## src/rtl/pipe_stage_skid.sv

```systemverilog
// Two-entry skid-buffered pipeline stage: registered valid/ready handshake on both sides,
// plus a saturating counter of downstream back-pressure cycles.
//
// state | meaning
// EMPTY | nothing held, dn_valid=0, up_ready=1
// BUSY  | main_q valid, skid_q free
// FULL  | main_q and skid_q valid, upstream held off
module pipe_stage_skid #(
  parameter int PAYLOAD_W      = 64,
  parameter int CNT_W          = 16,
  parameter int CLEAR_ON_FLUSH = 1
) (
  input  logic                 clk,
  input  logic                 rst,
  input  logic                 up_valid,
  input  logic [PAYLOAD_W-1:0] up_data,
  output logic                 up_ready,
  output logic                 dn_valid,
  output logic [PAYLOAD_W-1:0] dn_data,
  input  logic                 dn_ready,
  input  logic                 flush,
  output logic [CNT_W-1:0]     stall_cnt
);

  typedef enum logic [1:0] {
    EMPTY = 2'd0,
    BUSY  = 2'd1,
    FULL  = 2'd2
  } state_t;

  state_t               state_q;
  logic [PAYLOAD_W-1:0] main_q;
  logic [PAYLOAD_W-1:0] skid_q;
  logic [CNT_W-1:0]     stall_cnt_q;

  // Outputs decode only from flops, so neither handshake side sees a combinational path.
  assign dn_valid  = (state_q != EMPTY);
  assign up_ready  = (state_q != FULL);
  assign dn_data   = main_q;
  assign stall_cnt = stall_cnt_q;

  always_ff @(posedge clk) begin
    if (!rst) begin
      state_q <= EMPTY;
      if (CLEAR_ON_FLUSH != 0) begin
        main_q <= '0;
        skid_q <= '0;
      end
    end else if (flush) begin
      state_q <= EMPTY;
      if (CLEAR_ON_FLUSH != 0) begin
        main_q <= '0;
        skid_q <= '0;
      end
    end else begin
      case (state_q)
        EMPTY: begin
          if (up_valid) begin
            main_q  <= up_data;
            state_q <= BUSY;
          end
        end
        BUSY: begin
          if (up_valid && dn_ready) begin
            main_q <= up_data;
          end else if (up_valid) begin
            skid_q  <= up_data;
            state_q <= FULL;
          end else if (dn_ready) begin
            state_q <= EMPTY;
          end
        end
        FULL: begin
          // upstream is held off here, so up_valid is deliberately not looked at
          if (dn_ready) begin
            main_q  <= skid_q;
            state_q <= BUSY;
          end
        end
        default: state_q <= EMPTY;
      endcase
    end
  end

  // Counts cycles the downstream refuses a valid payload; flush does not touch it.
  always_ff @(posedge clk) begin
    if (!rst) begin
      stall_cnt_q <= '0;
    end else if (dn_valid && !dn_ready && (stall_cnt_q != {CNT_W{1'b1}})) begin
      stall_cnt_q <= stall_cnt_q + 1'b1;
    end
  end

endmodule

```

## config.mk

```make
export PLATFORM = sky130hd
export DESIGN_NAME = pipe_stage_skid
export DESIGN_NICKNAME = d
export VERILOG_FILES = /design/src/rtl/pipe_stage_skid.sv
export SDC_FILE = /design/constraint.sdc
export NUM_CORES = 1
export LEC_CHECK = 0
export ABC_AREA = 1
export BUFFER_PORTS_ARGS = -buffer_cell sky130_fd_sc_hd__buf_2
export CORE_MARGIN = 2
export CORE_UTILIZATION = 57
export DETAILED_ROUTE_END_ITERATION = 6
export PLACE_DENSITY = 0.82
export SYNTH_ARGS = -nofsm -noshare
export SYNTH_HDL_FRONTEND = slang
export SYNTH_SLANG_ARGS = --single-unit
```

## constraint.sdc

```tcl
create_clock -name clk -period 3.5 [get_ports clk]
set_input_delay 0.7 -clock clk [delete_from_list [all_inputs] [get_ports clk]]
set_output_delay 0.7 -clock clk [all_outputs]
set_load 0.005 [all_outputs]
```

* Yosys cells after proc, flatten, opt, wreduce, memory -nomap -nowiden
Index checks and enable logic that the tools add are counted.
** Storage, ports and cells
- Bits in registers :: 146
- Input port bits :: 69
- Output and inout bits :: 82
- Logic and storage cells :: 37
** Cells by class
- Add/sub/neg operators :: 1
- Equal/unequal tests :: 9
- Muxes and demuxes :: 10
- Bitwise gates (word level) :: 2
- Reduce and logical (&&, ||, !) cells :: 11
** Operators by type and width (number)
- $mux 64 :: 3
- $pmux 64 s3 :: 1
- $add 16x1->16 const B :: 1
- $ne 16x16->1 const B :: 1
- $mux 2 :: 5
- $ne 2x2->1 const B :: 5
- $reduce_and 4->1 :: 2
- $pmux 2 s3 :: 1
- $logic_and 1x1->1 :: 3
- $ne 3x3->1 const B :: 1
- $reduce_and 3->1 :: 1
- $reduce_bool 3->1 :: 1
- $eq 2x1->1 const B :: 1
- $eq 2x2->1 const B :: 1
- $logic_not 2->1 :: 1
- $not 1->1 :: 2
- $reduce_bool 2->1 :: 1
- $reduce_or 2->1 :: 1
- $logic_not 1->1 :: 1

* Logic depth before layout (Yosys ltp)
Gate-level depths: netlist of the first run.
- Depth after elaboration :: 4
- Depth in mapped cells :: 9
- Mapped depth without buffers :: 9

* Worst setup path before layout of the first run
Ideal clock, no wire load.
- Kind :: input port to flip-flop
- Start :: input rst
- End :: register skid_q[56]
- Library setup time :: 0.134 ns
- Arrival :: 1.569 ns
- Required time :: 3.366 ns
- Slack :: 1.797 ns
- Stages :: 5
- Path buffers :: 3
- Cells stage by stage :: clkbuf_1 -> nand2_1 -> clkbuf_1 -> buf_1 -> a211oi_1
** Between the ends
- Cells in the longest elaborated chain, start to end :: 2
** Ends and longest elaborated chain
- start: declaration :: line 14 : input logic rst,
- $not 1->1 (no source line)
- $reduce_or 2->1 (no source line)
- end signal: assignment :: line 67 : skid_q <= up_data;
- end: declaration :: line 33 : logic [PAYLOAD_W-1:0] skid_q;
No other way between the ends.
A chain may end at the register's enable or synchronous reset.

* Final worst setup path of the first run
- Start :: register state_q[0]
- End :: output up_ready
** Between the ends
- Cells in the longest elaborated chain, start to end :: 1
** Ends and longest elaborated chain
- start: declaration :: line 31 : state_t state_q;
- start signal: assignment :: line 44 : state_q <= EMPTY;
- start signal: assignment :: line 50 : state_q <= EMPTY;
- start signal: assignment :: line 60 : state_q <= BUSY;
- $ne 2x2->1 :: line 38 : assign up_ready = (state_q != FULL);
- end: declaration :: line 17 : output logic up_ready,
No other way between the ends.

==> results of run 1 <==
layer usage:
layer,part of all wire (%),wire length [um],up-vias
met2,47,6864,170
met3,6.6,960,16
li1,-,-,3139
met5,0,0,-
met4,0.97,142,0
met1,45,6647,2679
cell type report:
class	count	area, um^2
Sequential cell	146	2923
Inverter	52	195.2
Clock inverter	12	157.7
Multi-Input combinational cell	654	2843
Fill cell	942	3126
Timing Repair Buffer	159	843.3
Clock buffer	20	435.4
Tap cell	140	175.2
flip-flops by register name, indices dropped and copies added, names as in the netlist:
register	count
dn_data	64
skid_q	64
stall_cnt	16
state_q	2
final timing paths:
path,endpoint,slack (ps),cells after the start
hold reg to reg,dn_data[36],460,2
setup reg to reg,dn_data[18],1490,7
hold / removal,skid_q[24],430,3
setup / recovery,up_ready,1000,3
logic make-up (layout without fill, tap and decap cells):
logic type / after synthesis / count (layout) / share of synthesized area, %
flip-flops: 146 / 146 / 47.28
AO/OA/AOI/OAI: 176 / 176 / 15.64
AND/OR/NAND/NOR: 477 / 477 / 29.77
buffers and inverters: 109 / 243 / 7.104
adder cells (fa/ha/maj): 1 / 1 / 0.2024
where the power goes:
part / internal (mW) / switching [mW] / total [mW]
Sequential: 1.69 / 0.0169 / 1.71
Clock: 1.11 / 0.697 / 1.80
Combinational: 0.0951 / 0.152 / 0.247
Total: 2.90 / 0.866 / 3.76
cells in the final DEF, fill, tap and decap left out, drive strengths merged:
cell type  synthesis  routed
nand3             15      15
inv               52      53
bufinv             0       3
clkinv             0       5
nor3               3       3
nor2              90      90
a21oi            105     105
a211oi            33      33
dfxtp            146     146
clkinvlp           0       3
and3               1       1
and2               2       2
nand4              5       5
ha                 1       1
buf               25     159
clkbuf            32      20
o21ai             38      38
nand2            361     361
stage by stage:
| stage | util (%) | power [mW] | std cells |
|---|---|---|---|
| 2_1_floorplan | - | 1.887 | 909 |
| 3_3_place_gp | 65.24 | 1.991 | 1151 |
| 5_1_grt | 70.78 | 3.903 | 1183 |
| 3_5_place_dp | 65.24 | 1.994 | 1151 |
| 6_report | 70.78 | 3.762 | 1183 |
| 4_1_cts | 70.78 | 3.793 | 1183 |
critical path, cell delays in order (launching register included):
cell and delay [ps]:
sky130_fd_sc_hd__dfxtp_1 420, sky130_fd_sc_hd__nor2_2 110, sky130_fd_sc_hd__inv_2 520, sky130_fd_sc_hd__buf_2 230
==> summary.txt, run 1 <==
Status
  – Status: complete, no violations

Floorplan
  – Top-Level Pins: around 150
  – Core Rows: 38
  – Effective utilization at floorplan: 57.79%
  – Die width: between 100 and 150 um
  – Core Box Area: 10700 um^2
  – Die Y-Extent: 108.1 um
  – Die area: 11700 um^2

Global route
  – GR Util met2: 42.32%
  – GRT Total Usage: between 20% and 30%
  – Wire length of the first global-routing pass: 24450 um
  – Vias in the first global route: 5250
  – Congestion Overflow GR: 0
  – Global routing met3 resource utilization: 6.631%
  – Global Route met1 Usage: 34.34%
  – Number of antenna violations at the first check in global routing: 0
  – Pin count of the biggest net entering global routing: between 80 and 90
  – Highest-utilization routing layer at the global route stage: met2

Clocking
  – # H-tree levels: 4
  – CTS Buf Count: 17
  – Post-CTS setup buffers: 0
  – CTS Buffer Depth: 2
  – Later-pin clock latency in the skew report: approximately 520 ps
  – Cts-stage hold buffer count: 0
  – Clock sink total: 146
  – Post-CTS resize count: 0
  – Root Buffer Master: sky130_fd_sc_hd__clkbuf_8
  – CTS tree: yes
  – Post-CTS clock slew at the launch and capture registers of the worst setup and hold paths: 60 ps

Detailed routing
  – Total via count after detailed routing: 6004
  – Detailed router's first-iteration violation count: between 400 and 500
  – Via/cell ratio: 5.075
  – Routed wire length: 14610 um
  – WL per Instance: around 12 um
  – Detailed Routing Iterations Pass 1: 5
  – Residual DRC count: 0
  – Antenna Nets Post-Route: 0

Power and ir drop
  – Static Leakage: 3.320 nW
  – Largest voltage drop on the vdd net: roughly 0.33 mV
  – Cell Pwr Density: 496.8 nW/um^2

Critical path
  – Critical path arrival: 1800 ps
  – Worst setup path startpoint: state_q[0]
  – Highest fanout seen on the critical path: 40
  – Type of element capturing the critical path: output pin
  – Setup crit start kind: flip-flop
  – R2R Path Start: state_q[0]
  – Class of the most critical setup path: reg -> out
  – Required time at the worst-slack endpoint: 2800 ps

Timing
  – Transition time at the pin with the least slew margin: about 920 ps
  – Least setup slack across all paths after layout: 996.9 ps
  – Post-route worst hold slack: 431.2 ps
  – Setup repair after global routing missed its margin: false
  – Share of the cycle needed by the critical path after routing: a little under three quarters
  – Hold Violations, Final: 0
  – Slew headroom: 38.69%
  – Upper clock frequency limit: 399.5 MHz
  – Max Slew Vio Count: 0
  – Total Negative Setup Slacks: 0 ps
  – Min Tclk post-route: 2503 ps
  – Endpoints failing setup: 0
  – Worst Clk Skew: slightly below 9 ps

Finish
  – Area growth from synthesis to layout: 22.49%
  – Share of post-route cells with drive strength above 1: between 10% and 20%
  – Final net count: ~1.1k
  – Fin area: 7572 um^2
  – Ant. Diodes: 0

Logic synthesis
  – Share of flip-flops with an asynchronous set or reset after synthesis: 0%
  – Register bit count reported by yosys: ~150
  – Number of synthesized flops with an enable pin: 0
  – Synth Area per Inst: 6.801 um^2
  – Synth Instances: 909
  – Leading post-synthesis cells by instance count: sky130_fd_sc_hd__nand2_1 (361), sky130_fd_sc_hd__dfxtp_1 (146), sky130_fd_sc_hd__a21oi_1 (105)
  – Net Count, Synth: 979
  – Syn. warnings: 0
  – Post-synth top area share: a little under half
  – Netlist area before placement: 6182 um^2
  – Cell variety after synth: 21
  – Most frequent cell after synthesis: sky130_fd_sc_hd__nand2_1
  – Cell type with the highest aggregate area in the netlist: sky130_fd_sc_hd__dfxtp_1
  – Cells taking the most area after synthesis: sky130_fd_sc_hd__dfxtp_1 (47%), sky130_fd_sc_hd__nand2_1 (22%), sky130_fd_sc_hd__a21oi_1 (8.5%), sky130_fd_sc_hd__nor2_1 (5.4%), sky130_fd_sc_hd__a211oi_1 (4.0%)
  – Predominant post-synthesis flop cell: sky130_fd_sc_hd__dfxtp_1
  – Post-synthesis sequential area ratio: 47.28%

Job
  – Max-cap violations: 0

Place
  – Worst slack after detailed placement: 1117 ps
  – Placer Congestion: between 0.9 and 1
  – Count of port buffers added during placement: 150
  – Cell Area, Placed: around 7000 um^2
  – Detailed placer's ending HPWL: 9134 um

Min path
  – Class of the worst hold path: in -> reg
  – Min-delay src: up_data[24]
Note: power is estimated with default switching activity, not from simulation.
==> run 2: changes to the inputs <==
--- a/config.mk
+++ b/config.mk
@@ -8,9 +8,9 @@
 export ABC_AREA = 1
 export BUFFER_PORTS_ARGS = -buffer_cell sky130_fd_sc_hd__buf_2
 export CORE_MARGIN = 2
-export CORE_UTILIZATION = 57
+export CORE_UTILIZATION = 53
 export DETAILED_ROUTE_END_ITERATION = 6
-export PLACE_DENSITY = 0.82
+export PLACE_DENSITY = 0.77
 export SYNTH_ARGS = -nofsm -noshare
 export SYNTH_HDL_FRONTEND = slang
 export SYNTH_SLANG_ARGS = --single-unit
==> constraint.sdc (replaced) <==
create_clock -name clk -period 2.6 [get_ports clk]
set_input_delay 0.52 -clock clk [delete_from_list [all_inputs] [get_ports clk]]
set_output_delay 0.52 -clock clk [all_outputs]
set_load 0.005 [all_outputs]
==> summary.txt, run 2 (synthesized netlist as in run 1, its figures left out) <==
Global route
  – Global Route met1 Usage: 31.27%
  – Wire length of the first global-routing pass: ~25000 um
  – Vias in the first global route: 5453
  – Congestion Overflow GR: 0
  – Highest-utilization routing layer at the global route stage: met2
  – GRT Total Usage: between 20% and 30%
  – Global routing met3 resource utilization: 7.349%
  – GR Util met2: 39.31%
  – Number of antenna violations at the first check in global routing: 0
  – Pin count of the biggest net entering global routing: 66

Clocking
  – Post-CTS resize count: 0
  – Post-CTS setup buffers: 0
  – # H-tree levels: 4
  – Later-pin clock latency in the skew report: 410 ps
  – Post-CTS clock slew at the launch and capture registers of the worst setup and hold paths: roughly 50 ps
  – Root Buffer Master: sky130_fd_sc_hd__clkbuf_16
  – Clock sink total: 146
  – Cts-stage hold buffer count: 0
  – CTS Buf Count: 17
  – CTS tree: yes
  – CTS Buffer Depth: 2

Floorplan
  – Core Box Area: 11420 um^2
  – Effective utilization at floorplan: 54.14%
  – Top-Level Pins: 151
  – Die Y-Extent: 112 um
  – Die width: 112 um
  – Core Rows: 39
  – Die area: 12540 um^2

Finish
  – Most common library cell in the layout ignoring fill and taps: sky130_fd_sc_hd__nand2_1
  – Share of post-route cells with drive strength above 1: 18.37%
  – Ant. Diodes: 0
  – Area growth from synthesis to layout: 22.59%
  – Final net count: 1102
  – Commonest cells after routing, fill and taps aside: sky130_fd_sc_hd__nand2_1 (360), sky130_fd_sc_hd__buf_2 (150), sky130_fd_sc_hd__dfxtp_1 (146)
  – Count of filler cells inserted in the layout: a little over 1k

Timing
  – Share of the cycle needed by the critical path after routing: 77.64%
  – Min Tclk post-route: 2019 ps
  – Total Negative Setup Slacks: 0 ps
  – Slew headroom: 51.00%
  – Transition time at the pin with the least slew margin: between 700 and 800 ps
  – Worst Clk Skew: 4.909 ps
  – Post-route worst hold slack: 357.6 ps
  – Setup repair after global routing missed its margin: false
  – Endpoints failing setup: 0
  – Max Slew Vio Count: 0
  – Upper clock frequency limit: between 400 and 500 MHz
  – Hold Violations, Final: 0

Critical path
  – Setup crit start kind: flip-flop
  – Highest fanout seen on the critical path: 22
  – Type of element capturing the critical path: output pin
  – Worst setup path startpoint: state_q[1]
  – Critical path's slowest cell: sky130_fd_sc_hd__dfxtp_1
  – Critical path arrival: about 1500 ps
  – List of cells traversed by the critical path: inv_1 -> nor2_2 -> inv_2 -> buf_2
  – Worst R2R Path Depth: 7
  – Required time at the worst-slack endpoint: 2080 ps
  – Path length in cells of the critical path: 4
  – Class of the most critical setup path: reg -> out
  – R2R Path Start: state_q[0]
  – Critical path's largest stage delay: 350 ps
  – WP buf/inv: 3
  – Top cell family by delay on the critical path: buffers and inverters

Min path
  – Class of the worst hold path: in -> reg
  – Min-delay src: up_data[13]
  – Cell count of the worst hold path: 3

Power and ir drop
  – Cell Pwr Density: 657.2 nW/um^2
  – Final Power: 4.980 mW
  – Largest voltage drop on the vdd net: 0.7581 mV
  – Static Leakage: between 3 and 4 nW

Place
  – Placer Congestion: roughly 0.94
  – Detailed placer's ending HPWL: 9357 um
  – Count of port buffers added during placement: 150

Detailed routing
  – Residual DRC count: 0
  – Total via count after detailed routing: approximately 6.1k
  – Routed wire length: 15060 um
  – Via/cell ratio: 5.096
  – Detailed Routing Iterations Pass 1: 4
  – Detailed router's first-iteration violation count: slightly above 600
  – Antenna Nets Post-Route: 0
  – WL per Instance: 12.67 um

Job
  – Max-cap violations: 0

Status
  – Status: complete, no violations
[run 2: layer usage]
| metal | vias up | wire length [um] |
|---|---|---|
| met4 | 0 | 278 |
| met2 | 158 | 7067 |
| met1 | 2737 | 6855 |
| li1 | 3135 | - |
| met5 | - | 0 |
| met3 | 24 | 854 |
[run 2: path summary, 6_finish.rpt]
check                     end  slack (ps)
setup reg to reg  dn_data[28]         600
hold reg to reg    skid_q[50]         460
setup / recovery     up_ready         580
hold / removal     skid_q[13]         360
[run 2: tightest hold or removal path, stage by stage]
cell and delay [ps]:
sky130_fd_sc_hd__buf_2 100, sky130_fd_sc_hd__nand2_1 50, sky130_fd_sc_hd__a21oi_1 50
[run 2: layout make-up]
class                           count  area (um^2)  share of cell area [%]
Clock buffer                       27        493.0                   6.505
Clock inverter                      5        75.07                  0.9906
Inverter                           52        195.2                   2.576
Multi-Input combinational cell    654         2843                   37.51
Sequential cell                   146         2923                   38.57
Tap cell                          143        178.9                   2.361
Timing Repair Buffer              161        870.8                   11.49
[run 2: report_power, final]
part | internal (mW) | switching [mW]
Sequential | 2.28 | 0.0225
Clock | 1.48 | 0.852
Combinational | 0.132 | 0.209
Total | 3.90 | 1.08
[run 2: metrics by stage]
stage          util, %  setup WS (ps)  cells  cell area (um^2)
6_report         66.37          581.3   1188              7579
5_1_grt          66.37          339.9   1188              7579
4_1_cts          66.37          565.7   1188              7579
3_5_place_dp     61.40          374.5   1156              7010
3_3_place_gp     61.40          449.6   1156              7010
2_1_floorplan        -           1077    909              6182
==> run 3: changes to the inputs <==
==> constraint.sdc (replaced) <==
create_clock -name clk -period 2.1 [get_ports clk]
set_input_delay 0.42 -clock clk [delete_from_list [all_inputs] [get_ports clk]]
set_output_delay 0.42 -clock clk [all_outputs]
set_load 0.005 [all_outputs]
==> summary.txt, run 3 (synthesized netlist as in run 1, its figures left out) <==
Detailed routing
  – Antenna Nets Post-Route: 0
  – Routed wire length: 14970 um
  – Detailed Routing Iterations Pass 1: 5
  – Total via count after detailed routing: 6069
  – WL per Instance: 12.51 um
  – Residual DRC count: 0
  – Detailed router's first-iteration violation count: 487
  – Via/cell ratio: about 5

Critical path
  – Class of the most critical setup path: reg -> reg
  – Highest fanout seen on the critical path: 6
  – WP buf/inv: 0
  – Critical path arrival: 2150 ps
  – Critical path's largest stage delay: about 410 ps
  – Top cell family by delay on the critical path: simple AND/OR/NAND/NOR gates
  – Most used cell, CP: sky130_fd_sc_hd__nor2_1
  – Critical path's slowest cell: sky130_fd_sc_hd__dfxtp_1
  – Setup crit start kind: flip-flop
  – Type of element capturing the critical path: flip-flop
  – List of cells traversed by the critical path: ha_1 -> nand2_1 -> nor2_1 -> nand2_1 -> nor2_1 -> nor2_1 -> o21ai_0 -> nor2_1
  – Required time at the worst-slack endpoint: 2410 ps

Global route
  – Global Route met1 Usage: 31.71%
  – Number of antenna violations at the first check in global routing: 1
  – Congestion Overflow GR: 0
  – Global routing met3 resource utilization: 6.369%
  – GRT Total Usage: 24.28%
  – Highest-utilization routing layer at the global route stage: met2
  – GR Util met2: about two fifths
  – Vias in the first global route: 5455
  – Wire length of the first global-routing pass: 25100 um
  – Pin count of the biggest net entering global routing: just under 70

Floorplan
  – Core Box Area: 11420 um^2
  – Top-Level Pins: 151
  – Effective utilization at floorplan: between 50% and 60%
  – Die Y-Extent: approximately 110 um
  – Die width: 112 um
  – Core Rows: 39
  – Die area: between 10000 and 15000 um^2

Timing
  – Min Tclk post-route: 1840 ps
  – Hold Violations, Final: 0
  – Max Slew Vio Count: 0
  – Transition time at the pin with the least slew margin: 640.8 ps
  – Post-route worst hold slack: 257.1 ps
  – Share of the cycle needed by the critical path after routing: 87.60%
  – Endpoints failing setup: 0
  – Slew headroom: 57.28%
  – Worst Clk Skew: around 5 ps
  – Upper clock frequency limit: about 540 MHz
  – Least setup slack across all paths after layout: 260.4 ps
  – Total Negative Setup Slacks: 0 ps
  – Setup repair after global routing missed its margin: false

Place
  – Detailed placer's ending HPWL: about 9600 um
  – Worst slack after detailed placement: 363.6 ps
  – Count of port buffers added during placement: 150
  – Placer Congestion: 0.8799

Clocking
  – Post-CTS resize count: 0
  – CTS tree: yes
  – Post-CTS clock slew at the launch and capture registers of the worst setup and hold paths: approximately 50 ps
  – # H-tree levels: 4
  – Later-pin clock latency in the skew report: 420 ps
  – Root Buffer Master: sky130_fd_sc_hd__clkbuf_16
  – CTS Buffer Depth: 2
  – Cts-stage hold buffer count: 0
  – Post-CTS setup buffers: 0
  – Clock sink total: ~150
  – CTS Buf Count: 17

Power and ir drop
  – Reported net switching power: 1.375 mW
  – Static Leakage: 3.405 nW
  – Internal power consumption: approximately 5.0 mW
  – Switching share of total power: 21.73%
  – Largest voltage drop on the vdd net: roughly 0.76 mV
  – Logic gate share of total power: 6.9%
  – Register share of total power: between 40% and 50%
  – Clock Power Share: 48.0%
  – Cell Pwr Density: about 820 nW/um^2

Job
  – Max-cap violations: 0

Finish
  – Most common library cell in the layout ignoring fill and taps: sky130_fd_sc_hd__nand2_1
  – Share of post-route cells with drive strength above 1: about a fifth
  – Commonest cells after routing, fill and taps aside: sky130_fd_sc_hd__nand2_1 (360), sky130_fd_sc_hd__buf_2 (150), sky130_fd_sc_hd__dfxtp_1 (146)
  – Count of filler cells inserted in the layout: 1020
  – Area growth from synthesis to layout: 24.75%
  – Final net count: 1112

Min path
  – Class of the worst hold path: in -> reg

Status
  – Status: complete, no violations
## run 3: layout make-up
class	instances	area (um^2)	share of cell area [%]
flip-flops and latches	146	2923	37.90
multi-input cells	654	2843	36.86
repair buffers	171	970.9	12.59
clock buffers	26	529.3	6.862
inverters	52	195.2	2.531
well taps	143	178.9	2.320
clock inverters	4	70.07	0.9085
diodes	1	2.502	0.03245
## run 3: routing by layer
layer	up-vias	wire length, um	share of wire [%]
li1	3163	-	-
met1	2735	6774	45
met2	155	7131	48
met3	16	892	6.0
met4	0	172	1.1
met5	-	0	0
## run 3: through the flow
step	area, um^2	total power [mW]	util, %	instances
after global placement	7111	3.344	62.27	1166
after detailed placement	7111	3.347	62.27	1166
final	7712	6.325	67.54	1197
after floorplan	6182	3.145	-	909
after global routing	7712	6.560	67.54	1197
after CTS	7710	6.371	67.52	1196
## run 3: worst min-delay path: stages
cell                      delay (ps)
sky130_fd_sc_hd__buf_2           100
sky130_fd_sc_hd__nand2_1          50
sky130_fd_sc_hd__a21oi_1          50
## run 3: final timing paths
check | from | endpoint | slack, ps | depth (start not counted)
max | stall_cnt[0] | stall_cnt[0] | 260 | 8
max reg2reg | stall_cnt[0] | stall_cnt[0] | 260 | 8
min reg2reg | skid_q[30] | skid_q[30] | 460 | 2
min | up_data[23] | skid_q[23] | 260 | 3
## run 3: power groups by stage
stage          Combinational (mW)  Sequential (mW)  Clock (mW)
2_1_floorplan               0.235             2.91           0
3_3_place_gp                0.435             2.91           0
3_5_place_dp                0.437             2.91           0
4_1_cts                     0.441             2.85        3.08
5_1_grt                     0.495             2.86        3.21
6_report                    0.438             2.85        3.04
